<file path="config.mk">
export PLATFORM = sky130hd
export DESIGN_NAME = credit_counter_array
export DESIGN_NICKNAME = d
export VERILOG_FILES = /design/src/rtl/credit_pkg.sv /design/src/rtl/credit_channel.sv /design/src/rtl/credit_counter_array.sv
export SDC_FILE = /design/constraint.sdc
export NUM_CORES = 1
export LEC_CHECK = 0
export ABC_AREA = 1
export BUFFER_PORTS_ARGS = -buffer_cell sky130_fd_sc_hd__buf_2
export CAP_MARGIN = 5
export CORE_MARGIN = 2
export CORE_UTILIZATION = 48
export CTS_CLUSTER_SIZE = 10
export DETAILED_ROUTE_END_ITERATION = 7
export PLACE_DENSITY = 0.77
export SETUP_SLACK_MARGIN = 0.2
export SLEW_MARGIN = 20
export SYNTH_ARGS = -nofsm -noshare
export SYNTH_HDL_FRONTEND = slang
export SYNTH_SLANG_ARGS = --single-unit
</file>
<file path="constraint.sdc">
create_clock -name clock -period 4.6 [get_ports clock]
set_input_delay 0.69 -clock clock [delete_from_list [all_inputs] [get_ports clock]]
set_output_delay 0.69 -clock clock [all_outputs]
set_load 0.005 [all_outputs]
</file>
<file path="src/rtl/credit_pkg.sv">
// Shared defaults, types and helpers for the per-channel credit counters.
// Optional feature macro: CREDIT_OVERFLOW_CHECK_EN (sticky overflow flag).
package credit_pkg;

  localparam int unsigned N_CHANNELS_DEF = 4;
  localparam int unsigned N_CREDITS_DEF  = 10;
  localparam int unsigned RET_W_DEF      = 2;
  localparam int unsigned LOW_THRESH_DEF = 2;

  typedef logic [RET_W_DEF-1:0] credit_ret_t;

  // Bits needed to hold a count in the range 0..n.
  function automatic int unsigned credit_cnt_width(input int unsigned n);
    return $clog2(n + 1);
  endfunction

endpackage

</file>
<file path="src/rtl/credit_channel.sv">
// One channel's credit counter: consume/return netting, clamp at the maximum,
// and registered ready/valid/low flags.
// Optional feature macro: CREDIT_OVERFLOW_CHECK_EN (sticky overflow flag).
module credit_channel
  import credit_pkg::*;
#(
  parameter  int unsigned N_CREDITS  = N_CREDITS_DEF,
  parameter  int unsigned RET_W      = RET_W_DEF,
  parameter  int unsigned LOW_THRESH = LOW_THRESH_DEF,
  localparam int unsigned CNT_W      = credit_cnt_width(N_CREDITS),
  localparam int unsigned SUM_W      = CNT_W + 1
) (
  input  logic             clock,
  input  logic             reset,
  input  logic             i_fifo_empty,
  input  logic [RET_W-1:0] i_credit_return,
  output logic             o_ready,
  output logic             o_valid,
  output logic             o_low,
  output logic [CNT_W-1:0] o_credit_count,
  output logic             o_overflow
);

  logic [CNT_W-1:0] r_count;
  logic             r_ready;
  logic             r_valid;
  logic             r_low;

  logic             w_consume;
  logic [SUM_W-1:0] w_sum;
  logic             w_clamp;
  logic [CNT_W-1:0] w_next;

  // Next count: a pop is only possible with credit in hand; returns land together with it.
  always_comb begin
    w_consume = !i_fifo_empty && (r_count != '0);
    w_sum     = SUM_W'(r_count) - SUM_W'(w_consume) + SUM_W'(i_credit_return);
    w_clamp   = (w_sum > SUM_W'(N_CREDITS));
    w_next    = w_clamp ? CNT_W'(N_CREDITS) : CNT_W'(w_sum);
  end

  // Count register and flags derived from the value being loaded.
  always_ff @(posedge clock) begin
    if (reset) begin
      r_count <= CNT_W'(N_CREDITS);
      r_ready <= 1'b0;
      r_valid <= 1'b0;
      r_low   <= (N_CREDITS <= LOW_THRESH);
    end else begin
      r_count <= w_next;
      r_ready <= (w_next != '0);
      r_valid <= w_consume;
      r_low   <= (32'(w_next) <= LOW_THRESH);
    end
  end

`ifdef CREDIT_OVERFLOW_CHECK_EN
  logic r_overflow;

  // Sticky record of any return that would have pushed the count past the maximum.
  always_ff @(posedge clock) begin
    if (reset) begin
      r_overflow <= 1'b0;
    end else if (w_clamp) begin
      r_overflow <= 1'b1;
      $error("credit overflow in channel %m: sum=%0d", w_sum);
    end
  end

  assign o_overflow = r_overflow;
`else
  assign o_overflow = 1'b0;
`endif

  assign o_ready        = r_ready;
  assign o_valid        = r_valid;
  assign o_low          = r_low;
  assign o_credit_count = r_count;

endmodule

</file>
<file path="src/rtl/credit_counter_array.sv">
// Array of independent credit counters gating sender-FIFO pops per channel.
// Optional feature macro: CREDIT_OVERFLOW_CHECK_EN (sticky overflow flag).
module credit_counter_array
  import credit_pkg::*;
#(
  parameter  int unsigned N_CHANNELS = N_CHANNELS_DEF,
  parameter  int unsigned N_CREDITS  = N_CREDITS_DEF,
  parameter  int unsigned RET_W      = RET_W_DEF,
  parameter  int unsigned LOW_THRESH = LOW_THRESH_DEF,
  localparam int unsigned CNT_W      = credit_cnt_width(N_CREDITS)
) (
  input  logic                        clock,
  input  logic                        reset,
  input  logic [N_CHANNELS-1:0]       i_fifo_empty,
  input  logic [N_CHANNELS*RET_W-1:0] i_credit_return,
  output logic [N_CHANNELS-1:0]       o_ready,
  output logic [N_CHANNELS-1:0]       o_valid,
  output logic [N_CHANNELS-1:0]       o_low,
  output logic [N_CHANNELS*CNT_W-1:0] o_credit_count,
  output logic [N_CHANNELS-1:0]       o_overflow
);

  // One counter per channel; the top only slices the buses.
  for (genvar c = 0; c < N_CHANNELS; c++) begin : g_chan
    credit_channel #(
      .N_CREDITS  (N_CREDITS),
      .RET_W      (RET_W),
      .LOW_THRESH (LOW_THRESH)
    ) u_chan (
      .clock           (clock),
      .reset           (reset),
      .i_fifo_empty    (i_fifo_empty[c]),
      .i_credit_return (i_credit_return[c*RET_W +: RET_W]),
      .o_ready         (o_ready[c]),
      .o_valid         (o_valid[c]),
      .o_low           (o_low[c]),
      .o_credit_count  (o_credit_count[c*CNT_W +: CNT_W]),
      .o_overflow      (o_overflow[c])
    );
  end

endmodule

</file>
# After elaboration in Yosys (flattened, before gate mapping)
# Cells that the tools add are included.
totals:
  out_inout_bits: 32
  wordCells: 52
  register_bits: 28
  inputBits: 14
classes:
  n_reduce_logical: 16
  order_cmp: 8
  n_addsub: 8
  muxes: 4
ops:
  columns: ["cell", "count"]
  rows:
  - ["$reduce_bool A4 Y1", 8]
  - ["$add A5 B2 Y5", 4]
  - ["$gt A5 B4 Y1 const B", 4]
  - ["$sub A4 B1 Y5", 4]
  - ["$le A4 B2 Y1 const B", 4]
  - ["$mux W4", 4]
  - ["$logic_and A1 B1 Y1", 4]
  - ["$logic_not A1 Y1", 4]

# Longest topological paths before layout
depth:
  ltp_word: 7
  mapped_depth: 15
  ltp_nobuf: 15

# Hierarchy
# Synthesis repeated with hierarchy kept, for this count alone.
hier_totals:
  hier_cells: 262
  area_unflattened_um2: 1981.9
by_module_without_submodules:
  columns: ["mod", "instances", "cells_each", "area_per_inst_um2"]
  rows:
  - ["credit_channel (g_chan[0].u_chan ...)", 3, 65, 490.5]
  - ["credit_channel (g_chan[1].u_chan)", 1, 67, 510.5]

# Worst setup path before layout
# OpenSTA, ideal clock, no wires.
synth_path:
  path_type: "input to register"
  startpoint: "input port i_fifo_empty[0]"
  endpoint: "register g_chan[0].u_chan.r_count[1]"
  stages: 13
  setup_slack_ns: 2.194
  arrival_ns: 2.290
  setup_time_ns: 0.116
  path_cell_list: "a31oi_1 ha_1 inv_1 ha_1 inv_1 fa_1 nand3b_1 nand2_1 nand2_1 nand2_1 o21ai_2 nor2_1 nand2_1"
synth_between:
  elab_chain_cells: 6
synth_lines:
  columns: ["element", "line_no", "rtl"]
  rows:
  - ["start, declared", "credit_counter_array.sv:14", "input logic [N_CHANNELS-1:0] i_fifo_empty,"]
  - ["$logic_not A1 Y1 *", "credit_channel.sv:36", "w_consume = !i_fifo_empty && (r_count != '0);"]
  - ["$logic_and A1 B1 Y1 *", "credit_channel.sv:36", null]
  - ["$sub A4 B1 Y5 *", "credit_channel.sv:37", "w_sum = SUM_W'(r_count) - SUM_W'(w_consume) + SUM_W'(i_credit_return);"]
  - ["$add A5 B2 Y5 *", "credit_channel.sv:37", null]
  - ["$gt A5 B4 Y1", "credit_channel.sv:38", "w_clamp = (w_sum > SUM_W'(N_CREDITS));"]
  - ["$mux W4 *", "credit_channel.sv:39", "w_next = w_clamp ? CNT_W'(N_CREDITS) : CNT_W'(w_sum);"]
  - ["end signal, assigned", "credit_channel.sv:45", "r_count <= CNT_W'(N_CREDITS);"]
  - ["end signal, assigned", "credit_channel.sv:50", "r_count <= w_next;"]
  - ["end, declared", "credit_channel.sv:24", "logic [CNT_W-1:0] r_count;"]
# Mark *: on every way between the ends. The rest lies on a longest branch, timed or not.
# A chain may end at the register's enable or synchronous reset.

# Final worst setup path
layout_path:
  startpoint: "register g_chan[0].u_chan.r_count[2]"
  endpoint: "register g_chan[0].u_chan.r_count[1]"
layout_between:
  elab_chain_cells: 6
layout_lines:
  columns: ["element", "line_no", "rtl"]
  rows:
  - ["$reduce_bool A4 Y1 *", "credit_channel.sv:36", null]
  - ["$logic_and A1 B1 Y1 *", "credit_channel.sv:36", null]
  - ["named net g_chan[0].u_chan.w_consume", "credit_channel.sv:29", "logic w_consume;"]
  - ["$sub A4 B1 Y5 *", "credit_channel.sv:37", null]
  - ["$add A5 B2 Y5 *", "credit_channel.sv:37", null]
  - ["$gt A5 B4 Y1", "credit_channel.sv:38", null]
  - ["$mux W4 *", "credit_channel.sv:39", null]
# The timed path passes the listed nets; every way through them passes the cells marked *.

==> impl_metrics.json <==
{
  "p_sw_mw": 0.428,
  "cts.htree.levels": 1,
  "die_x_microns": 66.9,
  "finClkSkew_ns": 0.000948,
  "pwr-share-comb_pct": 55.4,
  "leakage_nw": 1.22,
  "drv_cap": 0,
  "dpl_cell_area_sq_um": 2050,
  "status": "complete, no violations",
  "fin_nets": 321,
  "dp_hpwl_mm": 2.63,
  "viasPerCell": 4.62,
  "cts_tree": "done",
  "synth_cells": 244,
  "setup_viol": 0,
  "clk_path_buf_depth": 2,
  "drt_iter0_drc": 40,
  "end_kind": "register",
  "tns_ns": 0,
  "required_ns": 4.75,
  "ys_async_sr_fraction_pct": 0,
  "timing.hold.ws_ns": 0.624,
  "ant_nets": 0,
  "r2r_cells": 15,
  "pin_count": 46,
  "wl_mm": 3.21,
  "synth_flop_cell": "dfxtp_1",
  "pwr_density_cell_nw_per_um2": 478,
  "rows": 22,
  "io_buffers": 41,
  "period_minus_slack_ns": 2.56,
  "critical_path.max_fanout": 4,
  "hold_start": "g_chan[0].u_chan.o_credit_count[3]$_SDFF_PP1_",
  "seqPwrFrac_pct": 31.7,
  "antenna_found_initial": 0,
  "synth_edf_count": 0,
  "dr.pass1.iters": 4,
  "yosys_warnings": 0,
  "cp-startpoint": "g_chan[0].u_chan.o_credit_count[2]$_SDFF_PP0_",
  "grt_max_degree": 16,
  "wire_per_inst_microns": 10.0,
  "cts_inserted_buffers": 3,
  "ys_types": 28,
  "p_int_mw": 0.569,
  "ys_ff_latch": 28,
  "fmax_mhz": 390,
  "avgSynthCellArea_sq_um": 7.78,
  "vias": 1483,
  "grt_pass1_wl_mm": 5.39,
  "startpoint_type": "register",
  "rsz0062_at_grt": "false",
  "clock_sinks": 28,
  "die_h_microns": 66.9,
  "drc_errors": 0,
  "final_cell_mix": "inv_1, buf_2, nand2_1, ha_1, dfxtp_1",
  "grt_use_total_pct": 15.4,
  "r2r_start": "g_chan[0].u_chan.o_credit_count[2]$_SDFF_PP0_",
  "die_area_sq_um": 4470,
  "finalCritPeriodShare_pct": 55.7,
  "core_sq_um": 3740,
  "clk_pin_slew_ns": 0.09,
  "area_growth_pct": 9.95,
  "cts_resized": 0,
  "hp-class": "reg2reg",
  "start_util_pct": 50.7,
  "hold_viol_final": 0,
  "globalplace.congestion": 0.805,
  "cts-root-buf": "clkbuf_8",
  "cts_hold_buf": 0,
  "design_area_sq_um": 2090,
  "path_class": "reg2reg",
  "final_common_cell": "inv_1",
  "insertion_delay_ns": 0.26,
  "grt_pass1_vias": 1417,
  "postCtsSetupBuffers": 0,
  "maxSlewViolCount": 0,
  "ir_worst_vdd_mv": 0.293,
  "nFillCells": 368,
  "ys_seq_area_share_pct": 29.5,
  "grt_overflow": 0,
  "p_sw_share_pct": 42.9,
  "antenna_cells": 0,
  "whs_path_depth": 3,
  "crit_arrival_ns": 2.71,
  "drive_above_1_share_pct": 18.7,
  "syn_area_sq_um": 1900,
  "pwr-share-clk_pct": 12.9
}
## registers in the layout, indices dropped and copies added, names as in the netlist
| signal | count |
|---|---|
| g_chan.u_chan.o_low | 4 |
| g_chan.u_chan.o_credit_count | 16 |
| g_chan.u_chan.o_ready | 4 |
| g_chan.u_chan.o_valid | 4 |
## stage by stage
step / std cells / utilization (%) / setup slack [ns] / total power, mW
global route: 321 / 55.7 / 1.83 / 1.10
CTS: 321 / 55.7 / 2.02 / 1.01
global placement: 318 / 54.6 / 1.99 / 0.860
detailed placement: 318 / 54.6 / 1.93 / 0.876
finish: 321 / 55.7 / 2.04 / 0.997
floorplan: 247 / - / 2.19 / 0.768
## metal layers
metal	wire, microns	global-route usage, %
met2	1510	29.1
met5	0	0
met4	31	3.06
met3	196	4.56
met1	1470	16.9
## cell type report
class	instances	area (sq um)	area share (%)
clock buffers	3	41.3	1.98
inverters	56	210	10.1
flip-flops and latches	28	561	26.9
multi-input cells	145	1010	48.4
repair buffers	41	205	9.83
well taps	48	60.1	2.88
## power by group through the flow
stage	clock [mW]	combinational [mW]	sequential, mW
after detailed placement	0	0.554	0.322
final	0.128	0.553	0.316
after global routing	0.141	0.637	0.322
after floorplan	0	0.445	0.324
after global placement	0	0.537	0.323
after CTS	0.133	0.557	0.317
## cells by family after synthesis
logic type | count (synthesis) | synth area share (%)
xor+xnor | 6 | 3.56
buf+inv | 74 | 17.9
other cells | 1 | 0.198
compound gates | 16 | 5.41
flops | 28 | 29.5
simple gates | 87 | 20.8
fa+ha+maj | 32 | 22.7
## cells in the mapped netlist, types with 2 or more instances
| master | instances | area (sq um) |
|---|---|---|
| xor2_2 | 2 | 32.5 |
| buf_4 | 16 | 120 |
| nor2_1 | 16 | 60.1 |
| nand4_1 | 5 | 31.3 |
| a31oi_1 | 4 | 25.0 |
| dfxtp_1 | 28 | 561 |
| nand3_1 | 19 | 95.1 |
| a21oi_1 | 6 | 30.0 |
| nor3_1 | 3 | 15.0 |
| and2_1 | 4 | 25.0 |
| a21oi_2 | 2 | 17.5 |
| inv_1 | 56 | 210 |
| nand2_1 | 35 | 131 |
| ha_1 | 28 | 350 |
| xor2_1 | 3 | 26.3 |
| nor4_1 | 2 | 12.5 |
| fa_1 | 4 | 80.1 |
## critical path: stages, from the launching register on
cell,delay (ns)
dfxtp_1,0.38
inv_1,0.08
ha_1,0.20
a31oi_1,0.20
ha_1,0.25
inv_1,0.05
ha_1,0.15
inv_1,0.05
fa_1,0.39
nand3b_1,0.21
nand2_1,0.09
nand2_1,0.05
nand2_1,0.13
o21ai_2,0.09
nor2_1,0.09
nand2_1,0.05
## path summary, 6_finish.rpt
kind	to	slack, ns
hold / removal	g_chan[0].u_chan.o_credit_count[3]$_SDFF_PP1_	0.62
setup reg to reg	g_chan[0].u_chan.o_credit_count[1]$_SDFF_PP1_	2.04
setup / recovery	g_chan[0].u_chan.o_credit_count[1]$_SDFF_PP1_	2.04
hold reg to reg	g_chan[0].u_chan.o_credit_count[3]$_SDFF_PP1_	0.62
(Power assumes the default switching activity.)
